===== config.mk =====
export PLATFORM = sky130hd
export DESIGN_NAME = fwd_scoreboard_flat
export DESIGN_NICKNAME = d
export VERILOG_FILES = /design/src/rtl/fwd_pkg.sv /design/src/rtl/fwd_scoreboard_if.sv /design/src/rtl/fwd_port_lookup.sv /design/src/rtl/fwd_scoreboard.sv /design/src/flat_wrapper.sv
export SDC_FILE = /design/constraint.sdc
export NUM_CORES = 1
export LEC_CHECK = 0
export CAP_MARGIN = 30
export CORE_ASPECT_RATIO = 2
export CORE_UTILIZATION = 40
export DETAILED_ROUTE_END_ITERATION = 10
export MAX_ROUTING_LAYER = met4
export PLACE_DENSITY = 0.88
export SLEW_MARGIN = 10
export SYNTH_ARGS = -nofsm -noshare
export SYNTH_HDL_FRONTEND = slang
export SYNTH_SLANG_ARGS = --single-unit

===== constraint.sdc =====
create_clock -name clk -period 6.4 [get_ports clk]
set_input_delay 0.96 -clock clk [delete_from_list [all_inputs] [get_ports clk]]
set_output_delay 0.96 -clock clk [all_outputs]
set_load 0.02 [all_outputs]

===== src/rtl/fwd_pkg.sv =====
// ----------------------------------------------------------------------------
// fwd_pkg : shared types, default widths and helpers for fwd_scoreboard. Rev 1.0
// ----------------------------------------------------------------------------
`default_nettype none

package fwd_pkg;

  localparam int DEF_NUM_STAGES = 3;
  localparam int DEF_NUM_RPORTS = 2;
  localparam int DEF_ADDR_W     = 5;
  localparam int DEF_DATA_W     = 32;
  localparam int DEF_TN_W       = 2;

  localparam int SEL_RF = 0;

  typedef struct packed {
    logic                  valid;
    logic [DEF_ADDR_W-1:0] waddr;
    logic [DEF_TN_W-1:0]   tnew;
  } fwd_entry_t;

  // One code per stage plus the register-file code.
  function automatic int sel_width(input int num_stages);
    return (num_stages < 1) ? 1 : $clog2(num_stages + 1);
  endfunction

endpackage

`default_nettype wire


===== src/rtl/fwd_scoreboard_if.sv =====
// ----------------------------------------------------------------------------
// fwd_scoreboard_if : decode-side bus of the forwarding unit. Option: FWD_SCOREBOARD_STATS_EN
// Rev 1.0
// ----------------------------------------------------------------------------
`default_nettype none

interface fwd_scoreboard_if #(
  parameter int NUM_STAGES = 3,
  parameter int NUM_RPORTS = 2,
  parameter int ADDR_W     = 5,
  parameter int DATA_W     = 32,
  parameter int TN_W       = 2
);
  import fwd_pkg::*;
  localparam int SEL_W = sel_width(NUM_STAGES);

  logic                           freeze;
  logic                           flush;
  logic                           issue_valid;
  logic [ADDR_W-1:0]              issue_waddr;
  logic [TN_W-1:0]                issue_tnew;
  logic [NUM_RPORTS*ADDR_W-1:0]   rd_addr;
  logic [NUM_RPORTS*TN_W-1:0]     rd_tuse;
  logic [NUM_RPORTS*DATA_W-1:0]   rf_rdata;
  logic [NUM_STAGES*DATA_W-1:0]   stage_wdata;
  logic                           stall;
  logic [NUM_RPORTS*SEL_W-1:0]    fwd_sel;
  logic [NUM_RPORTS*DATA_W-1:0]   fwd_data;
  logic [NUM_RPORTS-1:0]          fwd_pend;
`ifdef FWD_SCOREBOARD_STATS_EN
  logic [31:0]                    stat_stall_cnt;
  logic [31:0]                    stat_fwd_cnt;

  modport master (
    output freeze, flush, issue_valid, issue_waddr, issue_tnew,
           rd_addr, rd_tuse, rf_rdata, stage_wdata,
    input  stall, fwd_sel, fwd_data, fwd_pend, stat_stall_cnt, stat_fwd_cnt
  );
  modport slave (
    input  freeze, flush, issue_valid, issue_waddr, issue_tnew,
           rd_addr, rd_tuse, rf_rdata, stage_wdata,
    output stall, fwd_sel, fwd_data, fwd_pend, stat_stall_cnt, stat_fwd_cnt
  );
`else
  modport master (
    output freeze, flush, issue_valid, issue_waddr, issue_tnew,
           rd_addr, rd_tuse, rf_rdata, stage_wdata,
    input  stall, fwd_sel, fwd_data, fwd_pend
  );
  modport slave (
    input  freeze, flush, issue_valid, issue_waddr, issue_tnew,
           rd_addr, rd_tuse, rf_rdata, stage_wdata,
    output stall, fwd_sel, fwd_data, fwd_pend
  );
`endif

endinterface

`default_nettype wire


===== src/rtl/fwd_port_lookup.sv =====
// ----------------------------------------------------------------------------
// fwd_port_lookup : youngest-match search and operand select for one read port. Rev 1.0
// ----------------------------------------------------------------------------
`default_nettype none

module fwd_port_lookup
  import fwd_pkg::*;
#(
  parameter int NUM_STAGES = 3,
  parameter int ADDR_W     = 5,
  parameter int DATA_W     = 32,
  parameter int TN_W       = 2,
  parameter int SEL_W      = sel_width(NUM_STAGES)
) (
  input  logic [NUM_STAGES-1:0]             valid_i,
  input  logic [NUM_STAGES-1:0][ADDR_W-1:0] waddr_i,
  input  logic [NUM_STAGES-1:0][TN_W-1:0]   tnew_i,
  input  logic [ADDR_W-1:0]                 rd_addr_i,
  input  logic [TN_W-1:0]                   rd_tuse_i,
  input  logic [DATA_W-1:0]                 rf_rdata_i,
  input  logic [NUM_STAGES-1:0][DATA_W-1:0] stage_wdata_i,
  output logic [SEL_W-1:0]                  sel_o,
  output logic [DATA_W-1:0]                 data_o,
  output logic                              pend_o,
  output logic                              stall_o
);

  logic              w_hit;
  logic [TN_W-1:0]   w_hit_tnew;
  logic [SEL_W-1:0]  w_hit_sel;
  logic [DATA_W-1:0] w_hit_data;

  // Scan oldest to youngest so the youngest match overwrites older ones.
  always_comb begin
    w_hit      = 1'b0;
    w_hit_tnew = '0;
    w_hit_sel  = SEL_W'(SEL_RF);
    w_hit_data = rf_rdata_i;
    for (int k = NUM_STAGES - 1; k >= 0; k--) begin
      if (valid_i[k] && (waddr_i[k] == rd_addr_i)) begin
        w_hit      = 1'b1;
        w_hit_tnew = tnew_i[k];
        w_hit_sel  = SEL_W'(k + 1);
        w_hit_data = stage_wdata_i[k];
      end
    end
    if (rd_addr_i == '0) begin
      w_hit = 1'b0;
    end
  end

  always_comb begin
    sel_o   = SEL_W'(SEL_RF);
    data_o  = rf_rdata_i;
    pend_o  = 1'b0;
    stall_o = 1'b0;
    if (w_hit) begin
      if (w_hit_tnew == '0) begin
        sel_o  = w_hit_sel;
        data_o = w_hit_data;
      end else if (w_hit_tnew > rd_tuse_i) begin
        stall_o = 1'b1;
      end else begin
        pend_o = 1'b1;
      end
    end
  end

endmodule

`default_nettype wire


===== src/rtl/fwd_scoreboard.sv =====
// ----------------------------------------------------------------------------
// fwd_scoreboard : write-tag pipeline, per-port forwarding and global stall. Option: FWD_SCOREBOARD_STATS_EN
// Rev 1.0
// ----------------------------------------------------------------------------
`default_nettype none

module fwd_scoreboard
  import fwd_pkg::*;
#(
  parameter int NUM_STAGES = DEF_NUM_STAGES,
  parameter int NUM_RPORTS = DEF_NUM_RPORTS,
  parameter int ADDR_W     = DEF_ADDR_W,
  parameter int DATA_W     = DEF_DATA_W,
  parameter int TN_W       = DEF_TN_W
) (
  input  logic            clk,
  input  logic            reset_n,
  fwd_scoreboard_if.slave bus
);

  localparam int SEL_W = sel_width(NUM_STAGES);

  logic [NUM_STAGES-1:0]             valid_q, valid_d;
  logic [NUM_STAGES-1:0][ADDR_W-1:0] waddr_q, waddr_d;
  logic [NUM_STAGES-1:0][TN_W-1:0]   tnew_q, tnew_d;

  logic [NUM_STAGES-1:0]             w_valid;
  logic [NUM_RPORTS-1:0][SEL_W-1:0]  w_sel;
  logic [NUM_RPORTS-1:0][DATA_W-1:0] w_data;
  logic [NUM_RPORTS-1:0]             w_pend;
  logic [NUM_RPORTS-1:0]             w_stall_req;
  logic                              w_stall;
  logic                              w_issue_ok;

  // Masking by reset_n keeps outputs at their idle values while reset is held.
  assign w_valid    = valid_q & {NUM_STAGES{reset_n}};
  assign w_stall    = |w_stall_req;
  assign w_issue_ok = bus.issue_valid && (bus.issue_waddr != '0) && !w_stall && !bus.flush;

  always_comb begin
    valid_d = valid_q;
    waddr_d = waddr_q;
    tnew_d  = tnew_q;
    if (!bus.freeze) begin
      for (int k = NUM_STAGES - 1; k >= 1; k--) begin
        valid_d[k] = valid_q[k-1];
        waddr_d[k] = waddr_q[k-1];
        tnew_d[k]  = (tnew_q[k-1] == '0) ? '0 : tnew_q[k-1] - TN_W'(1);
      end
      valid_d[0] = w_issue_ok;
      waddr_d[0] = bus.issue_waddr;
      tnew_d[0]  = bus.issue_tnew;
    end
  end

  always_ff @(posedge clk) begin
    if (!reset_n) begin
      valid_q <= '0;
      waddr_q <= '0;
      tnew_q  <= '0;
    end else begin
      valid_q <= valid_d;
      waddr_q <= waddr_d;
      tnew_q  <= tnew_d;
    end
  end

  for (genvar p = 0; p < NUM_RPORTS; p++) begin : g_port
    fwd_port_lookup #(
      .NUM_STAGES (NUM_STAGES),
      .ADDR_W     (ADDR_W),
      .DATA_W     (DATA_W),
      .TN_W       (TN_W),
      .SEL_W      (SEL_W)
    ) u_lookup (
      .valid_i       (w_valid),
      .waddr_i       (waddr_q),
      .tnew_i        (tnew_q),
      .rd_addr_i     (bus.rd_addr[p*ADDR_W +: ADDR_W]),
      .rd_tuse_i     (bus.rd_tuse[p*TN_W +: TN_W]),
      .rf_rdata_i    (bus.rf_rdata[p*DATA_W +: DATA_W]),
      .stage_wdata_i (bus.stage_wdata),
      .sel_o         (w_sel[p]),
      .data_o        (w_data[p]),
      .pend_o        (w_pend[p]),
      .stall_o       (w_stall_req[p])
    );
  end

  assign bus.stall    = w_stall;
  assign bus.fwd_sel  = w_sel;
  assign bus.fwd_data = w_data;
  assign bus.fwd_pend = w_pend;

`ifdef FWD_SCOREBOARD_STATS_EN
  logic [31:0] stall_cnt_q;
  logic [31:0] fwd_cnt_q;
  logic [32:0] w_fwd_ports;
  logic [32:0] w_fwd_sum;

  always_comb begin
    w_fwd_ports = '0;
    for (int p = 0; p < NUM_RPORTS; p++) begin
      if (w_sel[p] != '0) begin
        w_fwd_ports = w_fwd_ports + 33'd1;
      end
    end
  end

  assign w_fwd_sum = {1'b0, fwd_cnt_q} + w_fwd_ports;

  always_ff @(posedge clk) begin
    if (!reset_n) begin
      stall_cnt_q <= '0;
      fwd_cnt_q   <= '0;
    end else if (!bus.freeze) begin
      if (w_stall && (stall_cnt_q != '1)) begin
        stall_cnt_q <= stall_cnt_q + 32'd1;
      end
      fwd_cnt_q <= w_fwd_sum[32] ? '1 : w_fwd_sum[31:0];
    end
  end

  assign bus.stat_stall_cnt = stall_cnt_q;
  assign bus.stat_fwd_cnt   = fwd_cnt_q;
`endif

  // A producer must finish before it leaves the last tracked stage.
  a_tnew_range : assert property (@(posedge clk) disable iff (!reset_n)
    bus.issue_valid |-> (bus.issue_tnew <= TN_W'(NUM_STAGES - 1)));

endmodule

`default_nettype wire


===== src/flat_wrapper.sv =====
// flat-port wrapper written by rule: the top's interface ports become plain ports
module fwd_scoreboard_flat import fwd_pkg::*;
#(
  parameter int NUM_STAGES = DEF_NUM_STAGES,
  parameter int NUM_RPORTS = DEF_NUM_RPORTS,
  parameter int ADDR_W     = DEF_ADDR_W,
  parameter int DATA_W     = DEF_DATA_W,
  parameter int TN_W       = DEF_TN_W
)
  (clk, reset_n, bus_freeze, bus_flush, bus_issue_valid, bus_issue_waddr, bus_issue_tnew, bus_rd_addr, bus_rd_tuse, bus_rf_rdata, bus_stage_wdata, bus_stall, bus_fwd_sel, bus_fwd_data, bus_fwd_pend);
  fwd_scoreboard_if #(.NUM_STAGES(NUM_STAGES), .NUM_RPORTS(NUM_RPORTS), .ADDR_W(ADDR_W), .DATA_W(DATA_W), .TN_W(TN_W)) bus_i ();
  input  logic clk;
  input  logic reset_n;
  input wire logic [$bits(bus_i.freeze)-1:0] bus_freeze;
  input wire logic [$bits(bus_i.flush)-1:0] bus_flush;
  input wire logic [$bits(bus_i.issue_valid)-1:0] bus_issue_valid;
  input wire logic [$bits(bus_i.issue_waddr)-1:0] bus_issue_waddr;
  input wire logic [$bits(bus_i.issue_tnew)-1:0] bus_issue_tnew;
  input wire logic [$bits(bus_i.rd_addr)-1:0] bus_rd_addr;
  input wire logic [$bits(bus_i.rd_tuse)-1:0] bus_rd_tuse;
  input wire logic [$bits(bus_i.rf_rdata)-1:0] bus_rf_rdata;
  input wire logic [$bits(bus_i.stage_wdata)-1:0] bus_stage_wdata;
  output wire logic [$bits(bus_i.stall)-1:0] bus_stall;
  output wire logic [$bits(bus_i.fwd_sel)-1:0] bus_fwd_sel;
  output wire logic [$bits(bus_i.fwd_data)-1:0] bus_fwd_data;
  output wire logic [$bits(bus_i.fwd_pend)-1:0] bus_fwd_pend;
  assign bus_i.freeze = bus_freeze;
  assign bus_i.flush = bus_flush;
  assign bus_i.issue_valid = bus_issue_valid;
  assign bus_i.issue_waddr = bus_issue_waddr;
  assign bus_i.issue_tnew = bus_issue_tnew;
  assign bus_i.rd_addr = bus_rd_addr;
  assign bus_i.rd_tuse = bus_rd_tuse;
  assign bus_i.rf_rdata = bus_rf_rdata;
  assign bus_i.stage_wdata = bus_stage_wdata;
  assign bus_stall = bus_i.stall;
  assign bus_fwd_sel = bus_i.fwd_sel;
  assign bus_fwd_data = bus_i.fwd_data;
  assign bus_fwd_pend = bus_i.fwd_pend;
  fwd_scoreboard #(.NUM_STAGES(NUM_STAGES), .NUM_RPORTS(NUM_RPORTS), .ADDR_W(ADDR_W), .DATA_W(DATA_W), .TN_W(TN_W)) u_core (.clk(clk), .reset_n(reset_n), .bus(bus_i));
endmodule

==> results of run 1 <==
[metal layers]
metal  global-route usage
met1                0.321
met5                    -
met2                0.604
met3               0.0658
met4                0.191
[Yosys cell counts (19+ instances only)]
| cell type | instances | area (um2) |
|---|---|---|
| xnor2_1 | 21 | 184 |
| clkbuf_1 | 30 | 113 |
| nor2_1 | 140 | 526 |
| a221oi_1 | 64 | 561 |
| mux2_2 | 33 | 372 |
| dfxtp_1 | 24 | 480 |
| nor2b_1 | 23 | 144 |
| mux2_4 | 30 | 450 |
| mux2i_1 | 19 | 190 |
[logic make-up after synthesis]
logic type      count (synthesis)  share of synthesized area
fa+ha+maj                       4                     0.0130
buf+inv                        51                     0.0733
compound gates                 89                      0.192
xor+xnor                       30                     0.0681
simple gates                  217                      0.264
mux                            83                      0.265
flops                          24                      0.124
[metrics by stage]
stage	util	area (um2)	hold WS [ps]	instances	setup WS, ps
floorplan	-	3860	489	498	2320
global placement	0.685	6430	529	827	827
global route	0.697	6540	575	832	421
CTS	0.696	6540	561	831	548
detailed placement	0.685	6430	551	827	583
==> summary.txt, run 1 <==
Global route
  – Initial antenna violation count: 1
  – Largest net degree at the start of global routing: 38
  – Total grt overflow: 0
  – First-pass GRT wire length: between 20,000 and 30,000 um
  – Vias in the first global route: between 4,000 and 5,000
  – Global-route usage over all layers: 0.333

Logic synthesis
  – Synthesized cell area: between 0.003 and 0.004 mm2
  – Synthesized area per cell: between 7 and 8 um2
  – Synth unique cells: 47
  – Post-Syn Instances: 498
  – Synth Register Bits: 24
  – Predominant post-synthesis flop cell: dfxtp_1
  – Ys async rst share: 0
  – Seq/Total Area, Yosys: 0.124
  – Total number of yosys warnings: 0
  – Mapped Nets: approximately 700
  – EDFF count, synth: 0

Placed design
  – Hpwl dp: 13,700 um
  – RePlAce Congestion: approximately 0.94
  – Port bufs: ~260

Run status
  – Stopped at: 5_2_route
  – Status: did not finish
  – Error: [ERROR DRT-0255] Maze Route cannot find path of net bus_stage_wdata[17] in worker of routeBox ( 48300 0 ) ( 71460 48300 ).

CTS
  – H-Tree Depth: 1
  – CTS-repair resized insts: 0
  – Hold buffers post-CTS: 0
  – Clock Sinks: 24
  – Root Driver: clkbuf_16
  – Post-CTS Setup Inserts: 0
  – Total CTS buffers: 3
  – Clk buf depth: 2

Floorplanning
  – Die height: between 100 and 150 um
  – Ports: roughly 260
  – Die Wd: between 70 and 80 um
  – Row cnt: 50
  – Initial core utilization: 0.411
==> inputs of run 2 (changes only) <==
--- a/config.mk
+++ b/config.mk
@@ -6,11 +6,9 @@
 export NUM_CORES = 1
 export LEC_CHECK = 0
 export CAP_MARGIN = 30
-export CORE_ASPECT_RATIO = 2
-export CORE_UTILIZATION = 40
+export CORE_UTILIZATION = 30
 export DETAILED_ROUTE_END_ITERATION = 10
-export MAX_ROUTING_LAYER = met4
-export PLACE_DENSITY = 0.88
+export PLACE_DENSITY_LB_ADDON = 0.15
 export SLEW_MARGIN = 10
 export SYNTH_ARGS = -nofsm -noshare
 export SYNTH_HDL_FRONTEND = slang
==> summary.txt, run 2 <==
Cells and area
  – Reg with most FFs: u_core.waddr_q
  – Area Overhead vs Synth: 71.7%
  – Most frequent cells in the layout: clkdlybuf4s50_1, nor2_1, a221oi_1
  – Max reg flops: 15
  – Ant diodes: 0
  – Util after Layout: 0.527
  – Fin nets: ~900
  – Layout cells sized above 1: 0.132
  – Commonest non-fill, non-tap cell in the layout: clkdlybuf4s50_1
  – Biggest registers after layout: u_core.waddr_q x15, u_core.tnew_q x6, u_core.valid_q x3

Logic synthesis
  – Ys async rst share: 0 (unchanged)
  – Synthesized cell area: 0.00386 mm2 (unchanged)
  – Synth unique cells: 47 (unchanged)
  – Synth area leader: a221oi_1 (unchanged)
  – Top cells by area, synth: a221oi_1, nor2_1, dfxtp_1 (unchanged)
  – EDFF count, synth: 0 (unchanged)
  – List of most frequent post-synthesis cells: nor2_1, a221oi_1, mux2_2, clkbuf_1, mux2_4 (unchanged)
  – Synth Register Bits: 24 (unchanged)
  – Predominant post-synthesis flop cell: dfxtp_1 (unchanged)
  – Top-count cell post-synth: nor2_1 (unchanged)
  – Mapped Nets: 688 (unchanged)
  – Seq/Total Area, Yosys: 0.124 (unchanged)
  – Post-Syn Instances: 498 (unchanged)
  – Synthesized area per cell: 7.75 um2 (unchanged)
  – Yosys top cell area share: 0.145 (unchanged)
  – Total number of yosys warnings: 0 (unchanged)

Power
  – Logic pwr share: 0.447
  – Clk pwr share: 0.289
  – Pwr/cell area: a little over 90 mW/mm2
  – P_leak: between 0.002 and 0.003 uW
  – Internal power: between 400 and 500 uW
  – Switching part of the total: 0.258
  – Switch Pwr: 158 uW
  – Portion of total power attributed to sequential cells: 0.264
  – Worst vdd ir: between 0.1 and 0.15 mV

STA
  – Final Slew Violations: 0
  – Rel. slew slack: 0.412
  – Worst hold slack: approximately 570 ps
  – Setup TNS: 0 ps
  – Fmax: about 180 MHz
  – Tightest Pin Transition: about 900 ps
  – Clock Skew: 3.25 ps
  – Hold Vio Cnt, Final: 0
  – RSZ-0062 raised after global routing: false
  – Tcrit/Tclk final: 0.880
  – Tmin final: about 5600 ps
  – Setup-failing EPs final: 0

CTS
  – Reg clk slew, reported paths: approximately 60 ps
  – TritonCTS clock tree: built
  – H-Tree Depth: 1 (unchanged)
  – Total CTS buffers: 3 (unchanged)
  – Clock Sinks: 24 (unchanged)
  – Root Driver: clkbuf_16 (unchanged)
  – Hold buffers post-CTS: 0 (unchanged)
  – CTS-repair resized insts: 0 (unchanged)
  – Clk_lat worst skew: 260 ps
  – Post-CTS Setup Inserts: 0 (unchanged)
  – Clk buf depth: 2 (unchanged)

Setup path
  – CP arrival: ~4700 ps
  – CP required: between 5000 and 6000 ps
  – R2R setup slack: around 3400 ps
  – Worst setup SP type: input port
  – Crit end category: primary output
  – Critical Path Fanout Max: 16
  – Crit Path Category: in -> out

Placed design
  – Hpwl dp: 13,200 um (was 13,700 um)
  – RePlAce Congestion: 0.912 (was 0.936)
  – Port bufs: 256 (unchanged)

Floorplanning
  – Die Wd: 115 um (was 71.5 um)
  – Core region area: approximately 0.013 mm2
  – Initial core utilization: 0.307 (was 0.411)
  – Row cnt: 41 (was 50)
  – Die area: ~0.013 mm2
  – Die height: 115 um (was 141 um)
  – Ports: 257 (unchanged)

Drt
  – WL/cell: ~19 um
  – Iter 0 DRT Violations: between 400 and 500
  – DR DRC count: 0
  – WL met3: roughly 1300 um
  – Routed wl met2: about 8800 um
  – Met1 wire length: roughly 6700 um
  – Routed vias: roughly 4,800
  – Routed WL: 17,200 um
  – Top sig layer: met4
  – 1st-pass router iterations: 6
  – Remaining antenna violation count after routing: 0
  – Vias per cell: ~5.3

Run
  – Max Cap Viol: 0

Worst hold path
  – Worst hold path type: reg -> reg

Global route
  – Initial antenna violation count: 0 (was 1)
  – First-pass GRT wire length: 25,500 um (was 25,600 um)
  – Total grt overflow: 0 (unchanged)
  – Vias in the first global route: 4,593 (was 4,924)
  – Global-route usage over all layers: 0.244 (was 0.333)
  – Largest net degree at the start of global routing: 38 (unchanged)

Run status
  – Status: finished clean (was did not finish)
==> run 2: cell counts after synthesis <==
Identical to the previous run, type by type.
==> run 2: area by class of cell <==
type | count | area, um2
multi-input cells | 423 | 3130
repair buffers | 269 | 2660
fillers | 1204 | 5940
well taps | 172 | 215
clock buffers | 3 | 75.1
flip-flops and latches | 24 | 480
clock inverters | 1 | 30.0
inverters | 9 | 33.8
==> run 2: worst max-delay path, stage by stage <==
cell	delay [ps]
clkdlybuf4s50_1	760
nand3_1	270
or2_1	440
a31oi_1	420
ha_1	330
nor2b_1	130
o21ai_0	220
nor2_1	90
o31a_1	130
o21a_1	110
or2_2	280
clkdlybuf4s50_1	540
==> run 2: final timing paths <==
check	from	end	depth (start not counted)
max	reset_n	bus_stall	12
max reg2reg	u_core.waddr_q[5]	u_core.valid_q[0]	11
min	u_core.tnew_q[4]	u_core.tnew_q[4]	2
min reg2reg	u_core.tnew_q[4]	u_core.tnew_q[4]	2
==> run 2: cells by family (layout without fill, tap and decap cells) <==
logic type,count (synthesis),after routing,share of synthesized area
AO/OA/AOI/OAI,89,89,0.192
XOR/XNOR,30,30,0.0681
adder cells (fa/ha/maj),4,4,0.0130
buffers and inverters,51,282,0.0733
flip-flops,24,24,0.124
multiplexers,83,83,0.265
AND/OR/NAND/NOR,217,217,0.264
==> run 2: power by group through the flow <==
| stage | clock network [uW] | registers, uW | logic, uW |
|---|---|---|---|
| finish | 177 | 162 | 274 |
| global route | 189 | 163 | 290 |
| CTS | 181 | 162 | 274 |
| detailed placement | 0 | 165 | 272 |
| global placement | 0 | 166 | 269 |
| floorplan | 0 | 162 | 95.2 |
==> run 2: metal layers <==
metal | vias to the layer above | track usage
li1 | 2287 | -
met1 | 2241 | 0.298
met2 | 212 | 0.440
met3 | 24 | 0.0377
met4 | 0 | 0.0675
met5 | - | 0
==> run 2: through the flow <==
step           setup WS, ps  std cells  total power [uW]  cell area [um2]
5_1_grt                 530        901               642             6630
3_5_place_dp            745        897               438             6520
2_1_floorplan          2320        498               258             3860
6_report                770        901               613             6630
4_1_cts                 737        901               617             6630
3_3_place_gp            838        897               435             6520
(Power assumes the default switching activity.)
==> inputs of run 3 (changes only) <==
--- a/config.mk
+++ b/config.mk
@@ -6,7 +6,9 @@
 export NUM_CORES = 1
 export LEC_CHECK = 0
 export CAP_MARGIN = 30
+export CORE_ASPECT_RATIO = 0.8
 export CORE_UTILIZATION = 30
+export CTS_BUF_LIST = sky130_fd_sc_hd__clkbuf_4
 export DETAILED_ROUTE_END_ITERATION = 10
 export PLACE_DENSITY_LB_ADDON = 0.15
 export SLEW_MARGIN = 10
==> summary.txt, run 3 (synthesis gave the netlist of run 2 again) <==
Run status
  – Status: finished clean (unchanged)

Worst hold path
  – Worst hold path type: reg -> reg (unchanged)

STA
  – Fmax: 177 MHz (was 178 MHz)
  – Tmin final: 5650 ps (was 5630 ps)
  – Rel. slew slack: 0.397 (was 0.412)
  – Clock Skew: 5.75 ps (was 3.25 ps)
  – Setup-failing EPs final: 0 (unchanged)
  – RSZ-0062 raised after global routing: false (unchanged)
  – Setup TNS: 0 ps (unchanged)
  – Tightest Pin Transition: 902 ps (was 879 ps)
  – Hold Vio Cnt, Final: 0 (unchanged)
  – Tcrit/Tclk final: 0.882 (was 0.880)
  – Final Slew Violations: 0 (unchanged)

Power
  – Portion of total power attributed to sequential cells: 0.296 (was 0.264)
  – Internal power: 394 uW (was 455 uW)
  – Switch Pwr: 154 uW (was 158 uW)
  – Pwr/cell area: 83.4 mW/mm2 (was 92.5 mW/mm2)
  – Worst vdd ir: 0.107 mV (was 0.113 mV)
  – Logic pwr share: 0.498 (was 0.447)
  – P_leak: 0.00253 uW (was 0.00256 uW)
  – Clk pwr share: 0.207 (was 0.289)
  – Switching part of the total: 0.281 (was 0.258)

Setup path
  – Critical Path Max Stage Delay: 630 ps (was 760 ps)
  – CP required: 5440 ps (about the same)
  – Worst setup SP type: input port (unchanged)
  – Critical Path Fanout Max: 6 (was 16)
  – Crit Path Category: in -> out (unchanged)
  – CP max stage cell: nor4_2 (was clkdlybuf4s50_1)
  – Top delay family on crit path: compound AO/OA/AOI/OAI gates (was buffers and inverters)
  – Buffer and inverter count on the worst path: 3 (was 2)
  – Crit end category: primary output (unchanged)
  – CP arrival: 4690 ps (was 4670 ps)
  – Critical path cell sequence: clkdlybuf4s50_1, xor2_1, nor4_2, a2111oi_1, o31ai_2, inv_1, ha_1, a21oi_1, a21oi_1, o21ai_0, a211oi_1, or2_2, clkdlybuf4s50_1 (was clkdlybuf4s50_1, nand3_1, or2_1, a31oi_1, ha_1, nor2b_1, o21ai_0, nor2_1, o31a_1, o21a_1, or2_2, clkdlybuf4s50_1)

Drt
  – Iter 0 DRT Violations: 271 (was 458)
  – Routed vias: 4,740 (was 4,764)
  – DR DRC count: 0 (unchanged)
  – Routed WL: 16,900 um (was 17,200 um)
  – 1st-pass router iterations: 7 (was 6)
  – Remaining antenna violation count after routing: 0 (unchanged)
  – WL/cell: 18.8 um (was 19.0 um)
  – Vias per cell: 5.28 (was 5.29)

CTS
  – Hold buffers post-CTS: 0 (unchanged)
  – Clk buf depth: 2 (unchanged)
  – Post-CTS Setup Inserts: 0 (unchanged)
  – Clock Sinks: 24 (unchanged)
  – Total CTS buffers: 3 (unchanged)
  – H-Tree Depth: 1 (unchanged)
  – Root Driver: clkbuf_4 (was clkbuf_16)
  – TritonCTS clock tree: built (unchanged)
  – CTS-repair resized insts: 0 (unchanged)
  – Reg clk slew, reported paths: 140 ps (was 60 ps)
  – Clk_lat worst skew: 330 ps (was 260 ps)

Placed design
  – Placed instance area: 0.00652 mm2 (about the same)
  – RePlAce Congestion: 0.832 (was 0.912)
  – Hpwl dp: 13,100 um (was 13,200 um)
  – Port bufs: 256 (unchanged)

Cells and area
  – Area Overhead vs Synth: 70.4% (was 71.7%)
  – Reg with most FFs: u_core.waddr_q (unchanged)
  – Fin nets: 918 (was 920)
  – Ant diodes: 0 (unchanged)
  – Layout cells sized above 1: 0.129 (was 0.132)
  – Biggest registers after layout: u_core.waddr_q x15, u_core.tnew_q x6, u_core.valid_q x3 (unchanged)
  – Most frequent cells in the layout: clkdlybuf4s50_1, nor2_1, a221oi_1 (unchanged)
  – Commonest non-fill, non-tap cell in the layout: clkdlybuf4s50_1 (unchanged)
  – Max reg flops: 15 (unchanged)
  – Final-layout fill cell count: 1,189 (was 1,204)
  – Area of the multi-input gates: 0.00314 mm2 (was 0.00313 mm2)
  – Finished Cell Area: 0.00658 mm2 (was 0.00663 mm2)
  – Register Area: 480 um2 (unchanged)

Global route
  – Global-route usage over all layers: 0.241 (was 0.244)
  – First-pass GRT wire length: 25,000 um (was 25,500 um)
  – Initial antenna violation count: 1 (was 0)
  – Vias in the first global route: 4,559 (was 4,593)
  – Total grt overflow: 0 (unchanged)
  – Largest net degree at the start of global routing: 38 (unchanged)

Floorplanning
  – Die Wd: 129 um (was 115 um)
  – Die area: 0.0133 mm2 (about the same)
  – Core region area: 0.0123 mm2 (was 0.0126 mm2)
  – Die height: 103 um (was 115 um)
  – Row cnt: 36 (was 41)
  – Ports: 257 (unchanged)
  – Initial core utilization: 0.313 (was 0.307)

Run
  – Max Cap Viol: 0 (unchanged)
-- run 3: path summary, 6_finish.rpt --
kind / from / end / slack [ps] / cells past startpoint
setup / recovery: bus_rd_addr[0] / bus_stall / 750 / 13
hold / removal: u_core.valid_q[0] / u_core.valid_q[0] / 570 / 2
setup reg to reg: u_core.waddr_q[5] / u_core.valid_q[0] / 3350 / 11
hold reg to reg: u_core.valid_q[0] / u_core.valid_q[0] / 570 / 2
-- run 3: area by class of cell --
type,instances,share of cell area
repair buffers,267,0.404
well taps,171,0.0325
inverters,9,0.00514
multi-input cells,423,0.477
flip-flops and latches,24,0.0731
clock inverters,1,0.00457
clock buffers,3,0.00342
-- run 3: metrics by stage --
stage	total power, uW	setup slack [ps]	instances	utilization	hold slack [ps]
after floorplan	258	2320	498	-	489
after global placement	433	975	894	0.529	539
after detailed placement	438	867	894	0.529	553
after CTS	551	820	898	0.533	571
after global routing	576	570	898	0.533	584
final	548	753	898	0.533	574
-- run 3: power groups by stage --
stage               Clock, uW  Combinational (uW)  Sequential [uW]
global route              123                 290              163
finish                    113                 273              162
CTS                       115                 274              162
detailed placement          0                 272              165
floorplan                   0                95.2              162
global placement            0                 268              165
-- run 3: tightest hold or removal path: stages, from the launching register on --
cell and delay (ps):
dfxtp_1 380, nand3_1 100, o31ai_1 70
-- run 3: layer usage --
layer	GRT usage	vias to the layer above	share of wire
met5	0	-	0.00077
met4	0.0443	2	0.012
met3	0.0412	15	0.065
met2	0.437	191	0.51
met1	0.303	2244	0.41
li1	-	2288	-
==> inputs of run 4 (changes only) <==
--- a/config.mk
+++ b/config.mk
@@ -14,4 +14,5 @@
 export SLEW_MARGIN = 10
 export SYNTH_ARGS = -nofsm -noshare
 export SYNTH_HDL_FRONTEND = slang
+export SYNTH_HIERARCHICAL = 1
 export SYNTH_SLANG_ARGS = --single-unit
==> summary.txt, run 4 <==
Run status
  – Status: finished clean (unchanged)

Floorplanning
  – Ports: 257 (unchanged)
  – Row cnt: 40 (was 36)
  – Die Wd: 141 um (was 129 um)
  – Core region area: 0.0151 mm2 (was 0.0123 mm2)
  – Die area: 0.0160 mm2 (was 0.0133 mm2)
  – Initial core utilization: 0.308 (was 0.313)
  – Die height: 113 um (was 103 um)

CTS
  – Total CTS buffers: 3 (unchanged)
  – CTS-repair resized insts: 0 (unchanged)
  – Clk_lat worst skew: 300 ps (was 330 ps)
  – Reg clk slew, reported paths: 120 ps (was 140 ps)
  – H-Tree Depth: 1 (unchanged)
  – TritonCTS clock tree: built (unchanged)
  – Post-CTS Setup Inserts: 0 (unchanged)
  – Clock Sinks: 24 (unchanged)
  – Clk buf depth: 2 (unchanged)
  – Root Driver: clkbuf_4 (unchanged)
  – Hold buffers post-CTS: 0 (unchanged)

Logic synthesis
  – Synthesized cell area: 0.00464 mm2 (was 0.00386 mm2)
  – Top-count cell post-synth: o21ai_0 (was nor2_1)
  – Synth unique cells: 38 (was 47)
  – List of most frequent post-synthesis cells: o21ai_0, nand2_1, a211oi_1, a21boi_0, mux2_2 (was nor2_1, a221oi_1, mux2_2, clkbuf_1, mux2_4)
  – Synth area leader: mux2_2 (was a221oi_1)
  – Top cells by area, synth: mux2_2, o21ai_0, dfxtp_1 (was a221oi_1, nor2_1, dfxtp_1)
  – Post-Syn Instances: 638 (was 498)
  – EDFF count, synth: 0 (unchanged)
  – Ys async rst share: 0 (unchanged)
  – Predominant post-synthesis flop cell: dfxtp_1 (unchanged)
  – Synthesized area per cell: 7.27 um2 (was 7.75 um2)
  – Yosys top cell area share: 0.146 (was 0.145)
  – Synth Register Bits: 24 (unchanged)
  – Total number of yosys warnings: 6 (was 0)
  – Mapped Nets: 828 (was 688)
  – Seq/Total Area, Yosys: 0.104 (was 0.124)

Placed design
  – RePlAce Congestion: 0.862 (was 0.832)
  – Port bufs: 256 (unchanged)
  – Placed instance area: 0.00735 mm2 (was 0.00652 mm2)
  – Hpwl dp: 15,200 um (was 13,100 um)

Cells and area
  – Finished Cell Area: 0.00737 mm2 (was 0.00658 mm2)
  – Commonest non-fill, non-tap cell in the layout: clkdlybuf4s50_1 (unchanged)
  – Area Overhead vs Synth: 58.9% (was 70.4%)
  – Reg with most FFs: u_core/waddr_q (was u_core.waddr_q)
  – Ant diodes: 0 (unchanged)
  – Max reg flops: 15 (unchanged)
  – Layout cells sized above 1: 0.122 (was 0.129)
  – Fin nets: 1,051 (was 918)
  – Most frequent cells in the layout: clkdlybuf4s50_1, o21ai_0, nand2_1 (was clkdlybuf4s50_1, nor2_1, a221oi_1)
  – Biggest registers after layout: u_core/waddr_q x15, u_core/tnew_q x6, u_core/valid_q x3 (was u_core.waddr_q x15, u_core.tnew_q x6, u_core.valid_q x3)

Drt
  – WL/cell: 20.1 um (was 18.8 um)
  – Routed wl met2: 10,000 um (was 8590 um)
  – 1st-pass router iterations: 5 (was 7)
  – DR DRC count: 0 (unchanged)
  – Top sig layer: met4 (was met5)
  – Vias per cell: 5.57 (was 5.28)
  – Iter 0 DRT Violations: 432 (was 271)
  – Met1 wire length: 9310 um (was 7000 um)
  – Remaining antenna violation count after routing: 0 (unchanged)
  – WL met3: 1720 um (was 1100 um)
  – Routed WL: 21,500 um (was 16,900 um)
  – Routed vias: 5,957 (was 4,740)

STA
  – Rel. slew slack: 0.451 (was 0.397)
  – Tcrit/Tclk final: 0.865 (was 0.882)
  – Tmin final: 5530 ps (was 5650 ps)
  – Clock Skew: 6.12 ps (was 5.75 ps)
  – Setup TNS: 0 ps (unchanged)
  – RSZ-0062 raised after global routing: false (unchanged)
  – Final Slew Violations: 0 (unchanged)
  – Tightest Pin Transition: 821 ps (was 902 ps)
  – Hold Vio Cnt, Final: 0 (unchanged)
  – Setup-failing EPs final: 0 (unchanged)
  – Fmax: 181 MHz (was 177 MHz)

Worst hold path
  – Worst hold path type: reg -> reg (unchanged)
  – WHS Endpoint: u_core/valid_q[2] (was u_core.valid_q[0])
  – Worst hold stages: 2 (unchanged)
  – Hold Startpoint: u_core/valid_q[2] (was u_core.valid_q[0])

Setup path
  – R2R cell count: 11 (unchanged)
  – CP arrival: 4570 ps (was 4690 ps)
  – Worst setup SP type: input port (unchanged)
  – CP max stage cell: clkdlybuf4s50_1 (was nor4_2)
  – Critical Path Fanout Max: 36 (was 6)
  – R2R Path Start: u_core/waddr_q[14] (was u_core.waddr_q[5])
  – R2R setup slack: 3230 ps (was 3350 ps)
  – Critical Path Max Stage Delay: 610 ps (was 630 ps)
  – CP required: 5440 ps (about the same)
  – Critical path cell sequence: clkdlybuf4s50_1, xor2_1, nor4_4, buf_4, o2111ai_1, a31oi_2, inv_1, ha_1, a21oi_1, nor3b_1, or2_2, clkdlybuf4s50_1 (was clkdlybuf4s50_1, xor2_1, nor4_2, a2111oi_1, o31ai_2, inv_1, ha_1, a21oi_1, a21oi_1, o21ai_0, a211oi_1, or2_2, clkdlybuf4s50_1)
  – Crit Path Category: in -> out (unchanged)
  – Crit end category: primary output (unchanged)
  – Most used cell, CP: clkdlybuf4s50_1
  – Reg2reg end: u_core/valid_q[0] (was u_core.valid_q[0])

Global route
  – Vias in the first global route: 6,056 (was 4,559)
  – Largest net degree at the start of global routing: 37 (was 38)
  – Initial antenna violation count: 0 (was 1)
  – Total grt overflow: 0 (unchanged)
  – Global-route usage over all layers: 0.256 (was 0.241)
  – First-pass GRT wire length: 32,800 um (was 25,000 um)

Power
  – Worst vdd ir: 0.0808 mV (was 0.107 mV)
  – P_leak: 0.00242 uW (was 0.00253 uW)
  – Pwr/cell area: 74.3 mW/mm2 (was 83.4 mW/mm2)

Run
  – Max Cap Viol: 0 (unchanged)
run 4: changes by cell type after synthesis, sizes merged, moves of 4 or more:
cell,before,now
nor2,140,9
o21ai,5,132
nand2,7,77
a21boi,0,64
a221oi,64,0
a211oi,3,64
clkbuf,30,42
nand3,9,2
and2,4,9
buf,12,17
a21oi,4,8
nand4,4,8
run 4: per-layer routing:
| metal | GRT usage | vias up |
|---|---|---|
| met5 | 0 | - |
| met1 | 0.333 | 2778 |
| met2 | 0.437 | 341 |
| li1 | - | 2803 |
| met3 | 0.0326 | 35 |
| met4 | 0.0862 | 0 |
run 4: critical path, delay by kind of cell:
family,cells,cell delay [ps]
buffers and inverters,4,1680
AO/OA/AOI/OAI,3,730
AND/OR/NAND/NOR,3,670
adder cells (fa/ha/maj),1,280
XOR/XNOR,1,240
run 4: cell families (layout without fill, tap and decap cells):
logic type / count (synthesis) / count (layout) / share of synthesized area
adder cells (fa/ha/maj): 4 / 4 / 0.0108
XOR/XNOR: 30 / 30 / 0.0566
AO/OA/AOI/OAI: 279 / 279 / 0.387
flip-flops: 24 / 24 / 0.104
AND/OR/NAND/NOR: 153 / 153 / 0.171
multiplexers: 83 / 83 / 0.200
buffers and inverters: 65 / 286 / 0.0709
run 4: worst max path at each step:
stage / startpoint / end / slack (ps) / depth (start not counted)
6_report: bus_rd_addr[2] / bus_stall / 870 / 12
4_1_cts: reset_n / bus_fwd_data[38] / 880 / 9
2_1_floorplan: bus_rd_addr[9] / bus_stall / 2540 / 9
3_3_place_gp: bus_rd_addr[4] / bus_stall / 950 / 12
5_1_grt: bus_rd_addr[4] / bus_stall / 670 / 12
3_5_place_dp: bus_rd_addr[4] / bus_stall / 920 / 12
run 4: layout make-up:
| cell class | count | area (um2) |
|---|---|---|
| fillers | 1465 | 7690 |
| multi-input cells | 549 | 3860 |
| repair buffers | 277 | 2720 |
| flip-flops and latches | 24 | 480 |
| well taps | 210 | 263 |
| clock buffers | 3 | 22.5 |
| inverters | 6 | 22.5 |
run 4: power by group:
part | leakage (uW) | internal [uW] | switching (uW)
Clock | 0.0000138 | 22.0 | 41.8
Combinational | 0.00221 | 196 | 126
Sequential | 0.000195 | 154 | 7.67
Total | 0.00242 | 373 | 175
run 4: metrics by stage:
| step | worst slack [ps] | total power [uW] | instances | util | hold slack, ps |
|---|---|---|---|---|---|
| after floorplan | 2540 | 290 | 638 | - | 474 |
| after global placement | 945 | 480 | 1066 | 0.488 | 509 |
| after detailed placement | 918 | 484 | 1066 | 0.488 | 500 |
| after CTS | 875 | 550 | 1069 | 0.489 | 529 |
| after global routing | 665 | 578 | 1069 | 0.489 | 564 |
| final | 866 | 548 | 1069 | 0.489 | 530 |
